[src/rtl/pipeline_wb_skid_stage_pkg.sv]
// Shared widths and helpers for the writeback skid stage.
package pipeline_wb_skid_stage_pkg;

  // Default datapath widths of the writeback path.
  localparam int unsigned DSIZE_DEF = 16;
  localparam int unsigned ASIZE_DEF = 3;

  // Writeback record {wen, addr, data} at the default widths.
  localparam int unsigned WB_REC_W = 1 + ASIZE_DEF + DSIZE_DEF;

  // Record width for arbitrary widths.
  function automatic int unsigned wb_rec_w(input int unsigned asize, input int unsigned dsize);
    return 1 + asize + dsize;
  endfunction

endpackage

[src/rtl/pipeline_wb_skid_stage_wb_fwd_match.sv]
// One forwarding lookup: compares an address against the skid and main entries.
module pipeline_wb_skid_stage_wb_fwd_match #(
  parameter int unsigned DSIZE       = 16,
  parameter int unsigned ASIZE       = 3,
  parameter int unsigned ZERO_REG_EN = 1
) (
  input  logic [ASIZE-1:0] raddr,
  input  logic             s_valid,
  input  logic             s_wen,
  input  logic [ASIZE-1:0] s_addr,
  input  logic [DSIZE-1:0] s_data,
  input  logic             m_valid,
  input  logic             m_wen,
  input  logic [ASIZE-1:0] m_addr,
  input  logic [DSIZE-1:0] m_data,
  output logic             hit,
  output logic [DSIZE-1:0] data
);

  logic blocked;
  logic hit_s;
  logic hit_m;

  // Skid entry is younger than main, so it takes priority on a double hit.
  always_comb begin
    blocked = (ZERO_REG_EN != 0) && (raddr == '0);
    hit_s   = s_valid & s_wen & (s_addr == raddr) & ~blocked;
    hit_m   = m_valid & m_wen & (m_addr == raddr) & ~blocked;
    hit     = hit_s | hit_m;
    data    = '0;
    if (hit_s) begin
      data = s_data;
    end else if (hit_m) begin
      data = m_data;
    end
  end

endmodule

[src/rtl/pipeline_wb_skid_stage.sv]
// Writeback pipeline register with a 2-entry skid buffer, flush, r0 suppression
// and forwarding lookups into the held records.
module pipeline_wb_skid_stage
  import pipeline_wb_skid_stage_pkg::*;
#(
  parameter int unsigned DSIZE       = DSIZE_DEF,
  parameter int unsigned ASIZE       = ASIZE_DEF,
  parameter int unsigned NUM_FWD     = 2,
  parameter int unsigned ZERO_REG_EN = 1
) (
  input  logic                     clk,
  input  logic                     rst,
  input  logic                     in_valid,
  output logic                     in_ready,
  input  logic                     in_wen,
  input  logic [ASIZE-1:0]         in_addr,
  input  logic [DSIZE-1:0]         in_data,
  input  logic                     flush,
  output logic                     out_valid,
  input  logic                     out_ready,
  output logic                     out_wen,
  output logic [ASIZE-1:0]         out_addr,
  output logic [DSIZE-1:0]         out_data,
  input  logic [NUM_FWD*ASIZE-1:0] fwd_raddr,
  output logic [NUM_FWD-1:0]       fwd_hit,
  output logic [NUM_FWD*DSIZE-1:0] fwd_data
);

  localparam int unsigned RecW = wb_rec_w(ASIZE, DSIZE);

  // Record layout: {wen, addr, data}; stored wen is already r0-qualified.
  logic            m_valid_q, m_valid_d;
  logic [RecW-1:0] m_rec_q, m_rec_d;
  logic            s_valid_q, s_valid_d;
  logic [RecW-1:0] s_rec_q, s_rec_d;
  logic            in_ready_q, in_ready_d;

  logic            acc;
  logic            pop;
  logic            wen_eff;
  logic [RecW-1:0] in_rec;

  assign acc     = in_valid & in_ready_q;
  assign pop     = m_valid_q & out_ready;
  assign wen_eff = in_wen & ~((ZERO_REG_EN != 0) && (in_addr == '0));
  assign in_rec  = {wen_eff, in_addr, in_data};

  // Next-state for the main/skid pair; flush clears valids but keeps payloads.
  always_comb begin
    m_valid_d = m_valid_q;
    m_rec_d   = m_rec_q;
    s_valid_d = s_valid_q;
    s_rec_d   = s_rec_q;
    if (flush) begin
      m_valid_d = 1'b0;
      s_valid_d = 1'b0;
    end else if (!m_valid_q || pop) begin
      if (s_valid_q) begin
        m_valid_d = 1'b1;
        m_rec_d   = s_rec_q;
        s_valid_d = acc;
        if (acc) begin
          s_rec_d = in_rec;
        end
      end else begin
        m_valid_d = acc;
        if (acc) begin
          m_rec_d = in_rec;
        end
      end
    end else if (acc) begin
      s_valid_d = 1'b1;
      s_rec_d   = in_rec;
    end
    in_ready_d = ~s_valid_d;
  end

  // State registers with synchronous reset.
  always_ff @(posedge clk) begin
    if (rst) begin
      m_valid_q  <= 1'b0;
      m_rec_q    <= '0;
      s_valid_q  <= 1'b0;
      s_rec_q    <= '0;
      in_ready_q <= 1'b1;
    end else begin
      m_valid_q  <= m_valid_d;
      m_rec_q    <= m_rec_d;
      s_valid_q  <= s_valid_d;
      s_rec_q    <= s_rec_d;
      in_ready_q <= in_ready_d;
    end
  end

  // Output view of the main entry; wen is masked while nothing is presented.
  always_comb begin
    in_ready  = in_ready_q;
    out_valid = m_valid_q;
    out_wen   = m_valid_q & m_rec_q[RecW-1];
    out_addr  = m_rec_q[DSIZE +: ASIZE];
    out_data  = m_rec_q[DSIZE-1:0];
  end

  for (genvar k = 0; k < NUM_FWD; k++) begin : g_fwd
    pipeline_wb_skid_stage_wb_fwd_match #(
      .DSIZE       (DSIZE),
      .ASIZE       (ASIZE),
      .ZERO_REG_EN (ZERO_REG_EN)
    ) u_match (
      .raddr   (fwd_raddr[k*ASIZE +: ASIZE]),
      .s_valid (s_valid_q),
      .s_wen   (s_rec_q[RecW-1]),
      .s_addr  (s_rec_q[DSIZE +: ASIZE]),
      .s_data  (s_rec_q[DSIZE-1:0]),
      .m_valid (m_valid_q),
      .m_wen   (m_rec_q[RecW-1]),
      .m_addr  (m_rec_q[DSIZE +: ASIZE]),
      .m_data  (m_rec_q[DSIZE-1:0]),
      .hit     (fwd_hit[k]),
      .data    (fwd_data[k*DSIZE +: DSIZE])
    );
  end

endmodule

[config.mk]
export PLATFORM = sky130hd
export DESIGN_NAME = pipeline_wb_skid_stage
export DESIGN_NICKNAME = d
export VERILOG_FILES = /design/src/rtl/pipeline_wb_skid_stage_pkg.sv /design/src/rtl/pipeline_wb_skid_stage_wb_fwd_match.sv /design/src/rtl/pipeline_wb_skid_stage.sv
export SDC_FILE = /design/constraint.sdc
export NUM_CORES = 1
export LEC_CHECK = 0
export CAP_MARGIN = 20
export CORE_MARGIN = 10
export CORE_UTILIZATION = 40
export DETAILED_ROUTE_END_ITERATION = 7
export PLACE_DENSITY_LB_ADDON = 0.15
export SLEW_MARGIN = 20
export SYNTH_ARGS = -nofsm -noshare
export SYNTH_HDL_FRONTEND = slang
export SYNTH_SLANG_ARGS = --single-unit
[constraint.sdc]
create_clock -name clk -period 2.81 [get_ports clk]
set_input_delay 0.7025 -clock clk [delete_from_list [all_inputs] [get_ports clk]]
set_output_delay 0.7025 -clock clk [all_outputs]
set_load 0.005 [all_outputs]
==> summary.md, run 1 <==
| Metric | Value |
|---|---|
| Status | `finished with violations` |
| Failing checks | `setup timing` |
| Most frequent cells in the layout | `mux2i_1, clkdlybuf4s50_1, dfxtp_1` |
| CP Capture Type | `output pin` |
| I/O pin count | `87` |
| Remaining global-route overflow | `0` |
| Fin cells | `469` |
| Synth warn | `0` |
| Internal Power | `932 uW` |
| Pleak | `1.71 nW` |
| Yosys top cell by area | `dfxtp_1` |
| Clk Latency, worst-skew pair | `approximately 0.3 ns` |
| Core area | `5960 um2` |
| Die ar. | `slightly below 10000 um2` |
| Buffers on Ports | `86` |
| Slew Viols, Final | `0` |
| Max-Slew Margin vs Limit | `69.2%` |
| Die Span Y | `around 99 um` |
| Reg2Reg Setup Slack | `1.05 ns` |
| First-pass GRT wire length | `13200 um` |
| Worst-Margin Slew | `0.463 ns` |
| Required @ worst endpoint | `2.11 ns` |
| R2R depth | `6` |
| Vias in the first global route | `between 2000 and 2500` |
| GRT Total Usage | `16.4%` |
| Primary FF master, synth | `dfxtp_1` |
| Hold Path Stages | `2` |
| Mapped Nets | `309` |
| Hold Crit Class | `reg -> reg` |
| Sink Count | `43` |
| Seq pwr share | `51.9%` |
| Fin crit share | `110%` |
| CTS buffer count | `5` |
| Die Span X | `98.7 um` |
| Initial Util | `41.6%` |
| Layout area overhead | `52.8%` |
| Post-synth EDFFs | `0` |
| Cell Rows | `28` |
| Placed insts | `439` |
| Critical path arrival | `2.40 ns` |
| Root cell of the clock tree | `clkbuf_8` |
| Drt initial violations | `87` |
| DR vias | `2472` |
| DRT Wirelength | `8420 um` |
| DR WL/cell | `around 18 um` |
| Final HPWL DP | `5590 um` |
| Drt first pass iters | `4` |
| CTS tree | `yes` |
| DRC | `0` |
| N_diodes | `0` |
| Clk_skew | `0.00726 ns` |
| Worst-path fanout max | `3` |
| Flop and latch count out of synthesis | `43` |
| Final Hold Vio Count | `0` |
| Vias/cell | `5.27` |
| Asr flop ratio synth | `0%` |
| Fillers | `roughly 520` |
| CTS Buffer Depth | `2` |
| Clk pin slew, worst setup/hold paths | `0.08 ns` |
| RSZ-0062 raised after global routing | `yes` |
| Switching part of the total | `26.7%` |
| Clock Power Share | `30.9%` |
| Minimum clock period | `3.10 ns` |
| Cells after Synth | `278` |
| Setup CP Type | `in -> out` |
| Final #Nets | `between 400 and 500` |
| MaxCap Viol Count | `0` |
| FMAX | `0.322 GHz` |
| RR Startpoint | `s_valid_q` |
| Comb pwr share | `17.2%` |
| Commonest non-fill, non-tap cell in the layout | `mux2i_1` |
| VDD IR-drop max | `0.184 mV` |
| Initial antenna violation count | `0` |
| Post-synth top area share | `between 30% and 40%` |
| RD Place Congestion | `0.802` |
| Fraction of layout cells with a size suffix above 1 | `approximately a quarter` |
| Switching pwr | `339 uW` |
| Final hold slack | `approximately 0.50 ns` |
| Worst setup SP type | `input pin` |
| Average cell area after synthesis | `around 8.9 um2` |
| Largest net degree at the start of global routing | `42` |
| Post-synthesis cell type count | `33` |
| Largest cells by area after synthesis | `dfxtp_1, mux2i_1, nor2_1` |
| Setup ws final | `-0.291 ns` |
| Setup-failing EPs final | `25` |
| Worst Hold End | `m_rec_q[19]` |
| Synthesized area | `around 2500 um2` |
| Pre-CTS setup slack | `-0.883 ns` |
| Final ANT Viol Nets | `0` |
| Power Dens Cells | `336 nW/um2` |
| Sum Neg Setup Slack | `-3.82 ns` |
| R2R Path End | `m_rec_q[2]` |
| HP Start | `m_rec_q[19]` |
| CTS HTree Levels | `2` |
| Seq/Total Area, Yosys | `approximately a third` |
## critical path, stage by stage
cell	delay (ns)
buf_6	0.09
or3b_1	0.34
a211o_1	0.31
a211oi_4	0.37
buf_6	0.17
buf_6	0.09
buf_6	0.08
a22o_1	0.12
buf_2	0.11
## power groups by stage
stage / registers [mW] / logic (mW) / clock network, mW
6_report: 0.660 / 0.219 / 0.393
5_1_grt: 0.664 / 0.237 / 0.430
4_1_cts: 0.660 / 0.224 / 0.404
3_5_place_dp: 0.674 / 0.207 / 0
3_3_place_gp: 0.673 / 0.204 / 0
2_1_floorplan: 0.670 / 0.0822 / 0
## sequential cells by signal (all words and copies together) (netlist names)
| signal | flops |
|---|---|
| m_rec_q | 20 |
| s_rec_q | 20 |
| in_ready | 1 |
| out_valid | 1 |
| s_valid_q | 1 |
## per-stage QoR
step	power (mW)	util (%)	area (um2)
floorplan	0.752	-	2480
finish	1.27	63.6	3790
detailed placement	0.881	59.3	3530
global placement	0.877	59.3	3530
CTS	1.29	63.5	3780
global route	1.33	63.6	3790
## routing by layer
metal	vias to the layer above	GRT usage [%]	share of wire (%)
met5	-	0	0
met4	0	3.97	0.78
met3	6	5.66	6.9
met2	63	26.9	48
met1	1176	20.1	45
li1	1227	-	-
## kinds of logic after synthesis
family          synth area share [%]
mux                             22.2
xor+xnor                        2.83
simple gates                    11.6
flops                           34.7
fa+ha+maj                      0.404
compound gates                  21.0
buf+inv                         7.27
## what timing repair did
| item | in CTS | in global routing |
|---|---|---|
| endpoints found under the setup margin | 34 | 34 |
| resized for setup | 188 | 6 |
| hold buffers | 0 | 0 |
| buffers inserted | 18 | 1 |
| cloned | 4 | 0 |
| pin swaps | 32 | 16 |
## worst max-delay path by stage
stage	start	to	slack (ns)	cells after the start
global placement	fwd_raddr[3]	fwd_data[31]	-0.87	7
finish	fwd_raddr[5]	fwd_data[19]	-0.29	9
detailed placement	fwd_raddr[3]	fwd_data[31]	-0.88	7
CTS	fwd_raddr[5]	fwd_data[19]	-0.34	9
floorplan	fwd_raddr[5]	fwd_data[16]	0.12	5
global route	fwd_raddr[5]	fwd_data[19]	-0.37	9
## cell usage after synthesis (2+ instances only)
library cell / instances
xnor2_1: 4
nor2_1: 42
nand2_1: 8
and2_1: 3
clkbuf_1: 14
mux2i_1: 55
or3b_1: 3
inv_1: 18
dfxtp_1: 43
o21ai_1: 2
buf_2: 6
buf_4: 2
o31a_1: 2
o211ai_1: 17
a211oi_1: 20
a22o_1: 16
a21oi_1: 3
or2_1: 2
xor2_1: 4
## layout make-up
cell class	instances	area (um2)	area share (%)
clock buffers	6	72.6	1.92
repair buffers	132	1190	31.3
multi-input cells	193	1490	39.4
inverters	18	67.6	1.78
well taps	75	93.8	2.48
flip-flops and latches	43	861	22.7
clock inverters	2	12.5	0.330
No activity file was read; power rests on OpenSTA's default activity.
==> inputs of run 2 (changes only) <==
Settings changed: TNS_END_PERCENT set to 30.
==> run 2 against run 1 <==
Effect of this change: the flow still finishes with violations (setup timing); largest cell class unchanged; combinational power grew 2%; clock power about the same; global-route usage is 0.55 points lower; clock-buffer cell count unchanged; utilization fell by 1.3 points.
==> summary.md, run 2 (same netlist as run 1, synthesis figures left out) <==
| Metric | Value |
|---|---|
| Reg2Reg Setup Slack | `1.06 ns (about the same)` |
| Worst setup SP type | `input pin` |
| Comb pwr share | `17.5% (+0.3 points)` |
| Cells along the critical path | `buf_6, or3b_1, a211o_1, a211oi_4, buf_6, buf_6, buf_6, a22o_1, buf_2` |
| RSZ-0062 raised after global routing | `yes` |
| Slew Viols, Final | `0 (unchanged)` |
| First-pass GRT wire length | `12800 um (-3.1%)` |
| Worst Hold End | `m_rec_q[19]` |
| CTS Buffer Depth | `2 (unchanged)` |
| Cell Rows | `28 (unchanged)` |
| Final ANT Viol Nets | `0 (unchanged)` |
| Most frequent cells in the layout | `mux2i_1, clkdlybuf4s50_1, dfxtp_1` |
| Pleak | `1.70 nW (-0.32%)` |
| Buf+Inv Stages, Crit Path | `5 (unchanged)` |
| Finished Core Util | `62.2% (-1.3 points)` |
| Cts hold-fix bufs | `0 (unchanged)` |
| N_diodes | `0 (unchanged)` |
| R2R Path End | `m_rec_q[2]` |
| MaxCap Viol Count | `0 (unchanged)` |
| Worst-Margin Slew | `0.446 ns (-0.0165 ns)` |
| Clock Power Share | `30.8% (about the same)` |
| DRC | `0 (unchanged)` |
| Initial antenna violation count | `0 (unchanged)` |
| Switching pwr | `341 uW (+0.37%)` |
| Clk pin slew, worst setup/hold paths | `0.08 ns (about the same)` |
| Placed insts | `439 (unchanged)` |
| Clk_skew | `0.00741 ns (+0.000153 ns)` |
| HP Start | `m_rec_q[19]` |
| Largest net degree at the start of global routing | `42 (unchanged)` |
| Internal Power | `937 uW (+0.58%)` |
| Vias in the first global route | `2407 (-3.0%)` |
| VDD IR-drop max | `0.253 mV (+37%)` |
| CTS buffer count | `5 (unchanged)` |
| CP most frequent cell | `buf_6` |
| Minimum clock period | `3.10 ns (-0.000764 ns)` |
| Die ar. | `9750 um2 (unchanged)` |
| Final #Nets | `422 (-0.47%)` |
| CTS tree | `yes` |
| DR WL/cell | `17.4 um (-2.9%)` |
| DRT Wirelength | `8150 um (-3.3%)` |
| Buffers on Ports | `86 (unchanged)` |
| Initial Util | `41.6% (unchanged)` |
| Drt first pass iters | `4 (unchanged)` |
| I/O pin count | `87 (unchanged)` |
| CTS HTree Levels | `2 (unchanged)` |
| Final hold slack | `0.504 ns (+0.000334 ns)` |
| Setup CP Type | `in -> out` |
| Setup ws final | `-0.290 ns (+0.000764 ns)` |
| Die Span Y | `98.7 um (unchanged)` |
| Sink Count | `43 (unchanged)` |
| Failing checks | `setup timing` |
| Critical path arrival | `2.40 ns (about the same)` |
| Power Dens Cells | `345 nW/um2 (+2.7%)` |
| Commonest non-fill, non-tap cell in the layout | `mux2i_1` |
| Fin crit share | `110% (about the same)` |
| Clk Latency, worst-skew pair | `0.30 ns (about the same)` |
| Max-Slew Margin vs Limit | `70.3% (+1.1 points)` |
| Final HPWL DP | `5590 um (unchanged)` |
| Power, Total | `1.28 mW (+0.52%)` |
| Crit path from | `fwd_raddr[5]` |
| Fin cells | `467 (-0.43%)` |
| Slowest stage cell, crit path | `a211oi_4` |
| Die Span X | `98.7 um (unchanged)` |
| Switching part of the total | `26.7% (-0.040 points)` |
| Remaining global-route overflow | `0 (unchanged)` |
| Final Hold Vio Count | `0 (unchanged)` |
| Layout area overhead | `49.5%` |
| DR vias | `2459 (-0.53%)` |
| Setup-failing EPs final | `21 (-16%)` |
| Status | `finished with violations` |
| CP Capture Type | `output pin` |
| GRT Total Usage | `15.9% (-0.55 points)` |
| Hold Path Stages | `2 (unchanged)` |
| Required @ worst endpoint | `2.11 ns (about the same)` |
| Core area | `5960 um2 (unchanged)` |
| Largest regs | `m_rec_q: 20 flops, s_rec_q: 20 flops` |
| Sum Neg Setup Slack | `-3.78 ns (+0.0394 ns)` |
| Vias/cell | `5.27 (about the same)` |
| Hold Crit Class | `reg -> reg` |
| RD Place Congestion | `0.802 (unchanged)` |
| Seq pwr share | `51.6% (-0.3 points)` |
| Max incr delay on CP | `0.37 ns (about the same)` |
| Root cell of the clock tree | `clkbuf_8` |
| CP delay by family, top | `compound AO/OA/AOI/OAI gates` |
| R2R depth | `6 (unchanged)` |
| Worst-path fanout max | `3 (unchanged)` |
| FMAX | `0.323 GHz (about the same)` |
| RR Startpoint | `s_valid_q` |
| Drt initial violations | `87 (unchanged)` |
| Fraction of layout cells with a size suffix above 1 | `25.0% (-1.4 points)` |
[run 2: cell count changes in the layout (fill, tap and decap cells not counted), sizes merged]
cell / delta
buf: -2
clkdlybuf4s15: -1
dlygate4sd2: +1
[run 2: how the worst max path moves through the flow]
stage / slack, ns / cells after the start / endpoint
2_1_floorplan: 0.12 / 5 / fwd_data[16]
3_5_place_dp: -0.88 / 7 / fwd_data[31]
5_1_grt: -0.38 / 9 / fwd_data[19]
3_3_place_gp: -0.87 / 7 / fwd_data[31]
4_1_cts: -0.34 / 9 / fwd_data[19]
6_report: -0.29 / 9 / fwd_data[19]
[run 2: stage by stage]
step	setup WS, ns	area [um2]
2_1_floorplan	0.115	2480
3_3_place_gp	-0.867	3530
3_5_place_dp	-0.883	3530
4_1_cts	-0.338	3700
5_1_grt	-0.377	3710
6_report	-0.290	3710
[run 2: cell type report]
cell class                 instances  area (um2)
timing repair buffer             130        1140
clock inverter                     2        12.5
fill                             530        2250
multi-input combinational        193        1460
tap                               75        93.8
clock buffer                       6        72.6
sequential                        43         861
inverter                          18        67.6
[run 2: worst register-to-register path, cell delays in order, from the launching register on]
cell and delay, ns:
dfxtp_1 0.33, buf_4 0.38, a21oi_1 0.10, nor3_2 0.11, buf_4 0.39, nor2_1 0.09
a211oi_1 0.26
[run 2: power groups by stage]
stage               Combinational, mW  Clock (mW)  Sequential (mW)
global placement                0.204           0            0.673
CTS                             0.223       0.404            0.660
finish                          0.224       0.394            0.660
global route                    0.243       0.428            0.664
floorplan                      0.0822           0            0.670
detailed placement              0.207           0            0.674
[run 2: per-layer routing]
layer	part of all wire [%]	up-vias	wire, um	GRT usage [%]
li1	-	1222	-	-
met1	44	1170	3620	19.4
met2	48	61	3910	26.1
met3	6.9	6	565	5.45
met4	0.65	0	53	3.64
met5	0	-	0	0
[run 2: timing repair]
action | 4_1_cts | 5_1_grt
setup endpoints to repair | 34 | 33
buffers inserted | 17 | 1
pin swaps | 23 | 18
gates cloned | 2 | 0
resized for setup | 177 | 8
